[src/rtl/uart_link_pkg.sv]
// Shared UART definitions: default bit timing and one-hot RX/TX state encodings.
package uart_link_pkg;

  // 12 MHz system clock, 115200 baud.
  localparam int unsigned CLKS_PER_BIT_DEFAULT = 104;

  localparam int unsigned BYTE_W     = 8;
  localparam int unsigned RX_STATE_W = 5;
  localparam int unsigned TX_STATE_W = 4;

  typedef enum logic [RX_STATE_W-1:0] {
    RX_IDLE  = 5'b00001,
    RX_START = 5'b00010,
    RX_DATA  = 5'b00100,
    RX_STOP  = 5'b01000,
    RX_BREAK = 5'b10000
  } rx_state_t;

  typedef enum logic [TX_STATE_W-1:0] {
    TX_IDLE  = 4'b0001,
    TX_START = 4'b0010,
    TX_DATA  = 4'b0100,
    TX_STOP  = 4'b1000
  } tx_state_t;

endpackage

[src/rtl/byte_fifo.sv]
// First-word-visible byte FIFO: head entry is read straight from storage.
module byte_fifo
  import uart_link_pkg::*;
#(
  parameter int unsigned FIFO_DEPTH = 8,
  parameter int unsigned WIDTH      = BYTE_W
) (
  input  logic             clock,
  input  logic             reset,
  input  logic             push,
  input  logic [WIDTH-1:0] push_data,
  input  logic             pop,
  output logic             full,
  output logic             empty,
  output logic [WIDTH-1:0] head_data
);

  localparam int unsigned AW = $clog2(FIFO_DEPTH);
  localparam int unsigned CW = AW + 1;

  logic [WIDTH-1:0] mem [FIFO_DEPTH];
  logic [AW-1:0]    wr_ptr;
  logic [AW-1:0]    rd_ptr;
  logic [CW-1:0]    count;
  logic             do_push;
  logic             do_pop;

  assign full      = (count == CW'(FIFO_DEPTH));
  assign empty     = (count == '0);
  assign head_data = mem[rd_ptr];
  assign do_pop    = pop & ~empty;
  // A full FIFO still takes a push when the head leaves in the same cycle.
  assign do_push   = push & (~full | do_pop);

  // Pointer and occupancy tracking; pointers wrap naturally at power-of-two depth.
  always_ff @(posedge clock or posedge reset) begin
    if (reset) begin
      wr_ptr <= '0;
      rd_ptr <= '0;
      count  <= '0;
    end else begin
      if (do_push) wr_ptr <= wr_ptr + AW'(1);
      if (do_pop)  rd_ptr <= rd_ptr + AW'(1);
      count <= count + CW'(do_push) - CW'(do_pop);
    end
  end

  // Storage array, written only on an accepted push.
  always_ff @(posedge clock) begin
    if (do_push) mem[wr_ptr] <= push_data;
  end

endmodule

[src/rtl/uart_link.sv]
// 8N1 UART link: synchronized receiver feeding a byte FIFO, plus an independent transmitter.
module uart_link
  import uart_link_pkg::*;
#(
  parameter int unsigned CLKS_PER_BIT = CLKS_PER_BIT_DEFAULT,
  parameter int unsigned FIFO_DEPTH   = 8
) (
  input  logic              clock,
  input  logic              reset,
  input  logic              uart_rx_i,
  output logic              uart_tx_o,
  output logic [BYTE_W-1:0] read_data_o,
  output logic              read_valid_o,
  input  logic              read_ready_i,
  input  logic [BYTE_W-1:0] write_data_i,
  input  logic              write_valid_i,
  output logic              write_ready_o,
  output logic              error_overflow_o,
  output logic              error_framing_o,
  input  logic              error_clear_i
);

  localparam int unsigned CNT_W = $clog2(CLKS_PER_BIT);
  localparam int unsigned IDX_W = 3;
  localparam logic [CNT_W-1:0] BIT_LAST  = CNT_W'(CLKS_PER_BIT - 1);
  localparam logic [CNT_W-1:0] HALF_LAST = CNT_W'(CLKS_PER_BIT / 2 - 1);
  localparam logic [IDX_W-1:0] IDX_LAST  = IDX_W'(BYTE_W - 1);

  // ---------------- receive path ----------------
  logic [1:0]        rx_sync;
  logic              rx_bit;
  rx_state_t         rx_state, rx_state_next;
  logic [CNT_W-1:0]  rx_cnt, rx_cnt_next;
  logic [IDX_W-1:0]  rx_idx, rx_idx_next;
  logic [BYTE_W-1:0] rx_shift, rx_shift_next;
  logic              rx_tick;
  logic              rx_push_c;
  logic              rx_frame_err_c;

  logic              fifo_full;
  logic              fifo_empty;
  logic              fifo_pop;
  logic              overflow_c;

  // Two-flop synchronizer; resets to idle-high so reset release never fakes a start bit.
  always_ff @(posedge clock or posedge reset) begin
    if (reset) rx_sync <= 2'b11;
    else       rx_sync <= {rx_sync[0], uart_rx_i};
  end

  assign rx_bit  = rx_sync[1];
  assign rx_tick = (rx_cnt == '0);

  // RX state register and bit-timing datapath.
  always_ff @(posedge clock or posedge reset) begin
    if (reset) begin
      rx_state <= RX_IDLE;
      rx_cnt   <= '0;
      rx_idx   <= '0;
      rx_shift <= '0;
    end else begin
      rx_state <= rx_state_next;
      rx_cnt   <= rx_cnt_next;
      rx_idx   <= rx_idx_next;
      rx_shift <= rx_shift_next;
    end
  end

  // RX next state: half-bit start check, then one sample per bit period.
  always_comb begin
    rx_state_next = rx_state;
    rx_cnt_next   = rx_cnt;
    rx_idx_next   = rx_idx;
    rx_shift_next = rx_shift;
    case (rx_state)
      RX_IDLE: begin
        if (!rx_bit) begin
          rx_state_next = RX_START;
          rx_cnt_next   = HALF_LAST;
        end
      end
      RX_START: begin
        if (rx_tick) begin
          if (rx_bit) begin
            rx_state_next = RX_IDLE;
          end else begin
            rx_state_next = RX_DATA;
            rx_cnt_next   = BIT_LAST;
            rx_idx_next   = '0;
          end
        end else begin
          rx_cnt_next = rx_cnt - CNT_W'(1);
        end
      end
      RX_DATA: begin
        if (rx_tick) begin
          rx_shift_next = {rx_bit, rx_shift[BYTE_W-1:1]};
          rx_cnt_next   = BIT_LAST;
          if (rx_idx == IDX_LAST) rx_state_next = RX_STOP;
          else                    rx_idx_next   = rx_idx + IDX_W'(1);
        end else begin
          rx_cnt_next = rx_cnt - CNT_W'(1);
        end
      end
      RX_STOP: begin
        if (rx_tick) rx_state_next = rx_bit ? RX_IDLE : RX_BREAK;
        else         rx_cnt_next   = rx_cnt - CNT_W'(1);
      end
      RX_BREAK: begin
        if (rx_bit) rx_state_next = RX_IDLE;
      end
      default: rx_state_next = RX_IDLE;
    endcase
  end

  // RX outputs: push or framing error on the stop-sample cycle.
  always_comb begin
    rx_push_c      = 1'b0;
    rx_frame_err_c = 1'b0;
    if ((rx_state == RX_STOP) && rx_tick) begin
      rx_push_c      = rx_bit;
      rx_frame_err_c = ~rx_bit;
    end
  end

  assign fifo_pop     = read_valid_o & read_ready_i;
  assign read_valid_o = ~fifo_empty;
  assign overflow_c   = rx_push_c & fifo_full & ~fifo_pop;

  byte_fifo #(
    .FIFO_DEPTH (FIFO_DEPTH),
    .WIDTH      (BYTE_W)
  ) u_rx_fifo (
    .clock     (clock),
    .reset     (reset),
    .push      (rx_push_c),
    .push_data (rx_shift),
    .pop       (fifo_pop),
    .full      (fifo_full),
    .empty     (fifo_empty),
    .head_data (read_data_o)
  );

  // Sticky error flags; a new event outranks a simultaneous clear.
  always_ff @(posedge clock or posedge reset) begin
    if (reset) begin
      error_overflow_o <= 1'b0;
      error_framing_o  <= 1'b0;
    end else begin
      error_overflow_o <= overflow_c     | (error_overflow_o & ~error_clear_i);
      error_framing_o  <= rx_frame_err_c | (error_framing_o  & ~error_clear_i);
    end
  end

  // ---------------- transmit path ----------------
  tx_state_t         tx_state, tx_state_next;
  logic [CNT_W-1:0]  tx_cnt, tx_cnt_next;
  logic [IDX_W-1:0]  tx_idx, tx_idx_next;
  logic [BYTE_W-1:0] tx_shift, tx_shift_next;
  logic              tx_tick;
  logic              tx_line_c;

  assign tx_tick = (tx_cnt == '0);

  // TX state register plus registered line and ready outputs.
  always_ff @(posedge clock or posedge reset) begin
    if (reset) begin
      tx_state      <= TX_IDLE;
      tx_cnt        <= '0;
      tx_idx        <= '0;
      tx_shift      <= '0;
      uart_tx_o     <= 1'b1;
      write_ready_o <= 1'b1;
    end else begin
      tx_state      <= tx_state_next;
      tx_cnt        <= tx_cnt_next;
      tx_idx        <= tx_idx_next;
      tx_shift      <= tx_shift_next;
      uart_tx_o     <= tx_line_c;
      write_ready_o <= (tx_state_next == TX_IDLE);
    end
  end

  // TX next state: latch on acceptance, then start, 8 data and stop bits.
  always_comb begin
    tx_state_next = tx_state;
    tx_cnt_next   = tx_cnt;
    tx_idx_next   = tx_idx;
    tx_shift_next = tx_shift;
    case (tx_state)
      TX_IDLE: begin
        if (write_valid_i) begin
          tx_state_next = TX_START;
          tx_cnt_next   = BIT_LAST;
          tx_idx_next   = '0;
          tx_shift_next = write_data_i;
        end
      end
      TX_START: begin
        if (tx_tick) begin
          tx_state_next = TX_DATA;
          tx_cnt_next   = BIT_LAST;
        end else begin
          tx_cnt_next = tx_cnt - CNT_W'(1);
        end
      end
      TX_DATA: begin
        if (tx_tick) begin
          tx_cnt_next = BIT_LAST;
          if (tx_idx == IDX_LAST) begin
            tx_state_next = TX_STOP;
          end else begin
            tx_idx_next   = tx_idx + IDX_W'(1);
            tx_shift_next = {1'b0, tx_shift[BYTE_W-1:1]};
          end
        end else begin
          tx_cnt_next = tx_cnt - CNT_W'(1);
        end
      end
      TX_STOP: begin
        if (tx_tick) tx_state_next = TX_IDLE;
        else         tx_cnt_next   = tx_cnt - CNT_W'(1);
      end
      default: tx_state_next = TX_IDLE;
    endcase
  end

  // TX line level for the upcoming cycle, derived from the next state.
  always_comb begin
    tx_line_c = 1'b1;
    case (tx_state_next)
      TX_START: tx_line_c = 1'b0;
      TX_DATA:  tx_line_c = tx_shift_next[0];
      default:  tx_line_c = 1'b1;
    endcase
  end

endmodule

[config.mk]
export PLATFORM = sky130hd
export DESIGN_NAME = uart_link
export DESIGN_NICKNAME = d
export VERILOG_FILES = /design/src/rtl/uart_link_pkg.sv /design/src/rtl/byte_fifo.sv /design/src/rtl/uart_link.sv
export SDC_FILE = /design/constraint.sdc
export NUM_CORES = 1
export LEC_CHECK = 0
export BUFFER_PORTS_ARGS = -buffer_cell sky130_fd_sc_hd__buf_2
export CELL_PAD_IN_SITES_DETAIL_PLACEMENT = 1
export CELL_PAD_IN_SITES_GLOBAL_PLACEMENT = 1
export CORE_MARGIN = 4
export CORE_UTILIZATION = 30
export DETAILED_ROUTE_END_ITERATION = 10
export PLACE_DENSITY_LB_ADDON = 0.1
export SYNTH_ARGS = -nofsm -noshare
export SYNTH_HDL_FRONTEND = slang
export SYNTH_SLANG_ARGS = --single-unit
[constraint.sdc]
create_clock -name clock -period 2.7 [get_ports clock]
set_clock_uncertainty 0.2 [all_clocks]
set_input_delay 0 -clock clock [delete_from_list [all_inputs] [get_ports clock]]
set_output_delay 0 -clock clock [all_outputs]
set_load 0.03 [all_outputs]
# == Yosys cells after proc, flatten, opt, wreduce, memory -nomap -nowiden ==
# Memories as Yosys holds them, arrays and structs flattened.
# Index checks and enable logic that the tools add are counted.
# word_totals
regBits,61
mem_bits_rw,64
wordCells,128
n_memories,1
# op_classes
addsub,8
eq_ne,29
n_mux,43
bitwise,15
n_reduce_logical,15
# mem_list
name,words,word_bits,rd,rd_clocked_by_memory_dff,write_ports,line_no,rtl
u_rx_fifo.mem,8,8,1,0,1,byte_fifo.sv:21,logic [WIDTH-1:0] mem [FIFO_DEPTH];
# op_table
op,count
7-bit 2-to-1 mux,8
5-bit 2-to-1 mux,7
7-bit case mux with 4 select lines,1
"2-bit != test, second input constant",13
5-bit case mux with 5 select lines,1
3-bit 2-to-1 mux,8
8-bit 2-to-1 mux,3
7-bit case mux with 3 select lines,1
4-bit 2-to-1 mux,5
4-bit case mux with 4 select lines,1
8-bit case mux with 2 select lines,1
7-bit logical NOT,2
"7-bit by 1-bit subtractor with 7-bit output, second input constant",2
"3-bit by 1-bit adder with 3-bit output, second input constant",4
3-bit case mux with 2 select lines,2
"4-bit by 1-bit equality test with 1-bit output, second input constant",2
"4-bit by 2-bit equality test with 1-bit output, second input constant",2
"4-bit by 3-bit equality test with 1-bit output, second input constant",2
"4-bit equality test, second input constant",2
4-bit AND reduction,2
1-bit AND,7
"3-bit equality test, second input constant",2
6-bit AND reduction,1
"5-bit by 1-bit equality test with 1-bit output, second input constant",1
other kinds (20),30

# == Logic depth before layout (Yosys ltp) ==
# depth
ltp_word,8
ltp_mapped,11

# == Hierarchy ==
# Synthesis repeated with hierarchy kept, for this count alone.
# hier_totals
hier_cells,409
hier_area_um2,5758.0
# by_module_without_submodules
module,n_inst,cells_per_inst,area_per_inst_um2,seq_area_each_um2
byte_fifo,1,156,3101.7,2172.1
uart_link,1,253,2656.3,1283.7

# == Worst setup path before layout ==
# Ideal clock, no wire load.
# synth_timing
kind,reg-to-reg
from,register rx_cnt[0]
to,"memory u_rx_fifo.mem[0][0] (netlist bit), enable pin"
setup_time_ps,395
arrival_time_ps,2301
required_ps,2105
setup_slack_ps,-196
stages_incl_launch_ff,8
path_buffers,1
synth_period_minus_slack_ps,2896
path_cell_list,dfrtp_1 -> inv_1 -> ha_1 -> nor3b_2 -> and2_1 -> buf_2 -> nand4_1 -> nor4_1
# synth_via
elab_chain_cells,6
# synth_lines
item,line_no,rtl
start: declaration,uart_link.sv:33,"logic [CNT_W-1:0] rx_cnt, rx_cnt_next;"
start signal: assignment,uart_link.sv:63,rx_cnt <= rx_cnt_next;
7-bit logical NOT,uart_link.sv:52,assign rx_tick = (rx_cnt == '0);
1-bit logical AND,uart_link.sv:120,if ((rx_state == RX_STOP) && rx_tick) begin
1-bit 2-to-1 mux,uart_link.sv:120,
1-bit AND,byte_fifo.sv:33,assign do_push = push & (~full | do_pop);
1-bit 2-to-1 mux,byte_fifo.sv:50,if (do_push) mem[wr_ptr] <= push_data;
1-bit 2-to-1 mux (implied by the code),byte_fifo.sv:50,
end: declaration,byte_fifo.sv:21,
# Every way passes these cells.

# == Final worst setup path ==
# layout_timing
from,register u_rx_fifo.rd_ptr[0]
to,output port read_data_o[5]
# layout_via
elab_chain_cells,1
# layout_lines
item,line_no,rtl
start: declaration,byte_fifo.sv:23,logic [AW-1:0] rd_ptr;
start signal: assignment,byte_fifo.sv:43,if (do_pop) rd_ptr <= rd_ptr + AW'(1);
memory 8 x 8 bit,--,
end: declaration,uart_link.sv:12,"output logic [BYTE_W-1:0] read_data_o,"
# Every way passes these cells.

==> results.sh <==
export IMPL_crit_arrival_ns=2.19
export IMPL_dieWidth_um=144
export IMPL_routed_via_count=3427
export IMPL_syn_area_per_cell_um2=13.7
export IMPL_antenna_found_initial=0
export IMPL_r2r_end="tx_cnt[2]$_DFFE_PP0P_"
export IMPL_yosysTopAreaCellShare_pct=34.8
export IMPL_ys_warn_count=0
export IMPL_drt_iter0_markers=123
export IMPL_crit_path_start_kind="register"
export IMPL_finalCriticalPeriod_ns=2.39
export IMPL_finalHoldViolCount=0
export IMPL_fmax_mhz=418
export IMPL_r2r_start="tx_cnt[2]$_DFFE_PP0P_"
export IMPL_clk_root_buffer_cell="clkbuf_16"
export IMPL_dp_slack_ns=0.333
export IMPL_clk_path_buf_depth=2
export IMPL_crit_chain="buf_4 -> mux4_2 -> mux2_2 -> buf_2"
export IMPL_syn_nets=434
export IMPL_required_ns=2.50
export IMPL_final_nets=495
export IMPL_relSlewSlack_pct=62.9
export IMPL_antenna_left=0
export IMPL_h_tree_depth=4
export IMPL_max_stage_delay_ns=0.55
export IMPL_clk_pin_slew_ns=0.06
export IMPL_worst_slack_ns=0.310
export IMPL_p_sw_mw=1.71
export IMPL_p_comb_share_pct=21.5
export IMPL_clk_latency_ns=0.42
export IMPL_cap_violations=0
export IMPL_tightest_slew_ns=0.557
export IMPL_status="complete, no violations"
export IMPL_yosys_cell_count_top_type="edfxtp_1"
export IMPL_grt_max_degree=26
export IMPL_via_per_inst=4.85
export IMPL_post_route_period_util_pct=88.5
export IMPL_yosys_top_cells_area="edfxtp_1 (35%), dfrtp_1 (25%), mux4_2 (6.5%), mux2_2 (3.5%), ha_1 (3.4%)"
export IMPL_dp_final_hpwl_um=7740
export IMPL_seqPwrFrac_pct=40.1
export IMPL_start_util_pct=30.6
export IMPL_post_route_util_pct=37.3
export IMPL_grt_pass1_wl_um=19800
export IMPL_ctsResizeCount=0
export IMPL_drv_slew=0
export IMPL_drc_errors=0
export IMPL_dieArea_mm2=0.0206
export IMPL_max_vdd_ir_drop_uv=473
export IMPL_grt_busiest_layer="met2"
export IMPL_cts_tree="yes"
export IMPL_rsz0062_at_grt="no"
export IMPL_cts_buffers=17
export IMPL_use_met1_pct=16.8
export IMPL_syn_inst=404
export IMPL_finalSetupViolCount=0
export IMPL_rows=49
export IMPL_tns_ns=0
export IMPL_ys_seq_area_share_pct=62.6
export IMPL_path_max_fanout=16
export IMPL_synth_area_leader_cell="edfxtp_1"
export IMPL_io_pins=27
export IMPL_drive_gt1_share_pct=26.6
export IMPL_netlist_top_cells_count="edfxtp_1 (64), dfrtp_1 (55), nand2_1 (35), nor2_1 (26), inv_1 (19)"
export IMPL_holdPathEnd="rx_sync[0]$_DFF_PP1_"
export IMPL_hold_depth=2
export IMPL_io_buffers=26
export IMPL_clkPwrFrac_pct=38.4
export IMPL_switching_share_pct=30.1
export IMPL_grt_pass1_vias=3745
export IMPL_yosys_cell_types_count=57
export IMPL_place_gp_congestion=0.757
export IMPL_holdCritPathClass="input port to register"
export IMPL_whs_ns=0.0410
export IMPL_design_core_area_mm2=0.0180
export IMPL_die_height_um=144
export IMPL_grtUsageMet3_pct=3.16
export IMPL_grt_overflow=0
export IMPL_clock_sinks=125
export IMPL_synth_edff_count=64
export IMPL_areaGrowthSynthToFinish_pct=21.9
export IMPL_crit_slowest_cell="mux4_2"
export IMPL_met2_usage_pct=19.9
export IMPL_rrSetupSlack_ns=0.31
export IMPL_async_flop_share_pct=48.8
export IMPL_ys_ff_latch=125
export IMPL_internal_power_mw=3.97
export IMPL_wl_per_cell_um=16.7
export IMPL_cellPowerDensity_mw_per_mm2=845
export IMPL_syn_area_mm2=0.00552
export IMPL_dr_pass1_iters=4
export IMPL_critPathKind="register to output port"
export IMPL_end_kind="output port"
export IMPL_reg2reg_depth=5
export IMPL_grt_use_total_pct=12.6
export IMPL_min_from="uart_rx_i"
export IMPL_finalWirelength_um=11800
export IMPL_power_leakage_nw=2.78
export IMPL_antennaDiodeCount=0
export IMPL_synthFlopType="edfxtp_1"
## power groups by stage
| stage | logic (mW) | registers [mW] | clock network, mW |
|---|---|---|---|
| 5_1_grt | 1.39 | 2.30 | 2.34 |
| 3_5_place_dp | 1.24 | 2.31 | 0 |
| 2_1_floorplan | 0.998 | 2.21 | 0 |
| 4_1_cts | 1.27 | 2.28 | 2.25 |
| 3_3_place_gp | 1.23 | 2.31 | 0 |
| 6_report | 1.22 | 2.28 | 2.18 |
## repair_timing
action,4_1_cts,5_1_grt
setup buffers,0,0
hold buffers,15,0
endpoints found under the hold margin,73,0
## placed cells by master (no fill, tap or decap), types with 3 or more instances in the layout
master and n:
a21oi_1 11, buf_2 26, and2_1 3, clkbuf_16 17, o21ai_0 14, nor3_1 12
nand2b_1 8, buf_4 18, inv_1 18, o21ai_1 3, a21o_1 3, mux4_2 16
o21bai_1 3, xnor2_1 7, a22oi_1 10, inv_6 4, clkinv_4 3, nand2_1 35
xor2_1 3, o21ai_2 3, nand3_1 7, dlygate4sd3_1 15, edfxtp_1 64, ha_1 15
dfrtp_1 55, nor2_1 26, clkinvlp_4 5, or4_1 4, nand3b_1 3, mux2_2 17
dfstp_2 6
## routing by layer
metal	vias to the layer above	part of all wire [%]
met5	-	0
met4	0	1.6
met3	16	2.5
met2	36	47
met1	1748	49
li1	1627	-
## cells by family (layout without fill, tap and decap cells)
group / after synthesis / in the layout / synth area share [%]
AOI/OAI and AO/OA: 63 / 63 / 7.71
xor gates and xnor gates: 10 / 10 / 1.59
adders and majority gates: 16 / 16 / 3.77
buffers and inverters: 36 / 110 / 2.70
DFF: 125 / 125 / 62.6
muxes: 35 / 35 / 10.4
and+or+nand+nor: 119 / 119 / 11.2
## flip-flops by register name, summed over array words and instances (netlist names), 2 cells and up
| signal | count |
|---|---|
| tx_shift | 8 |
| rx_idx | 3 |
| u_rx_fifo.rd_ptr | 3 |
| tx_idx | 3 |
| rx_sync | 2 |
| tx_cnt | 7 |
| tx_state | 4 |
| rx_cnt | 7 |
| u_rx_fifo.wr_ptr | 3 |
| u_rx_fifo.count | 4 |
| rx_shift | 8 |
| rx_state | 5 |
| u_rx_fifo.mem | 64 |
## stage by stage
step	power [mW]	std cells	area, µm²
after floorplan	3.21	404	5520
final	5.68	707	6730
after global placement	3.55	660	6000
after detailed placement	3.56	660	6000
after CTS	5.79	707	6730
after global routing	6.02	707	6730
## how the worst max path moves through the flow
stage	cells past startpoint	to	slack (ns)	from
floorplan	7	u_rx_fifo.mem[0][0]$_DFFE_PP_	-0.20	rx_cnt[0]$_DFFE_PP0P_
global placement	10	u_rx_fifo.count[2]$_DFF_PP0_	0.39	rx_cnt[0]$_DFFE_PP0P_
detailed placement	5	tx_cnt[2]$_DFFE_PP0P_	0.33	tx_cnt[2]$_DFFE_PP0P_
CTS	4	read_data_o[6]	0.24	u_rx_fifo.rd_ptr[0]$_DFFE_PP0P_
global route	10	u_rx_fifo.count[1]$_DFF_PP0_	0.16	rx_cnt[1]$_DFFE_PP0P_
finish	4	read_data_o[5]	0.31	u_rx_fifo.rd_ptr[0]$_DFFE_PP0P_
## area by class of cell
| class | instances | area [µm²] |
|---|---|---|
| Fill cell | 1900 | 11300 |
| Sequential cell | 125 | 3460 |
| Multi-Input combinational cell | 243 | 1920 |
| Clock buffer | 18 | 439 |
| Timing Repair Buffer | 59 | 415 |
| Tap cell | 229 | 287 |
| Clock inverter | 14 | 134 |
| Inverter | 19 | 71.3 |
## worst max-delay path: cells and delay by family (launching register included)
| kind | cells | cell delay, ns |
|---|---|---|
| buffers and inverters | 2 | 0.54 |
| DFF | 1 | 0.39 |
| muxes | 2 | 0.84 |
No activity file was read; power rests on OpenSTA's default activity.
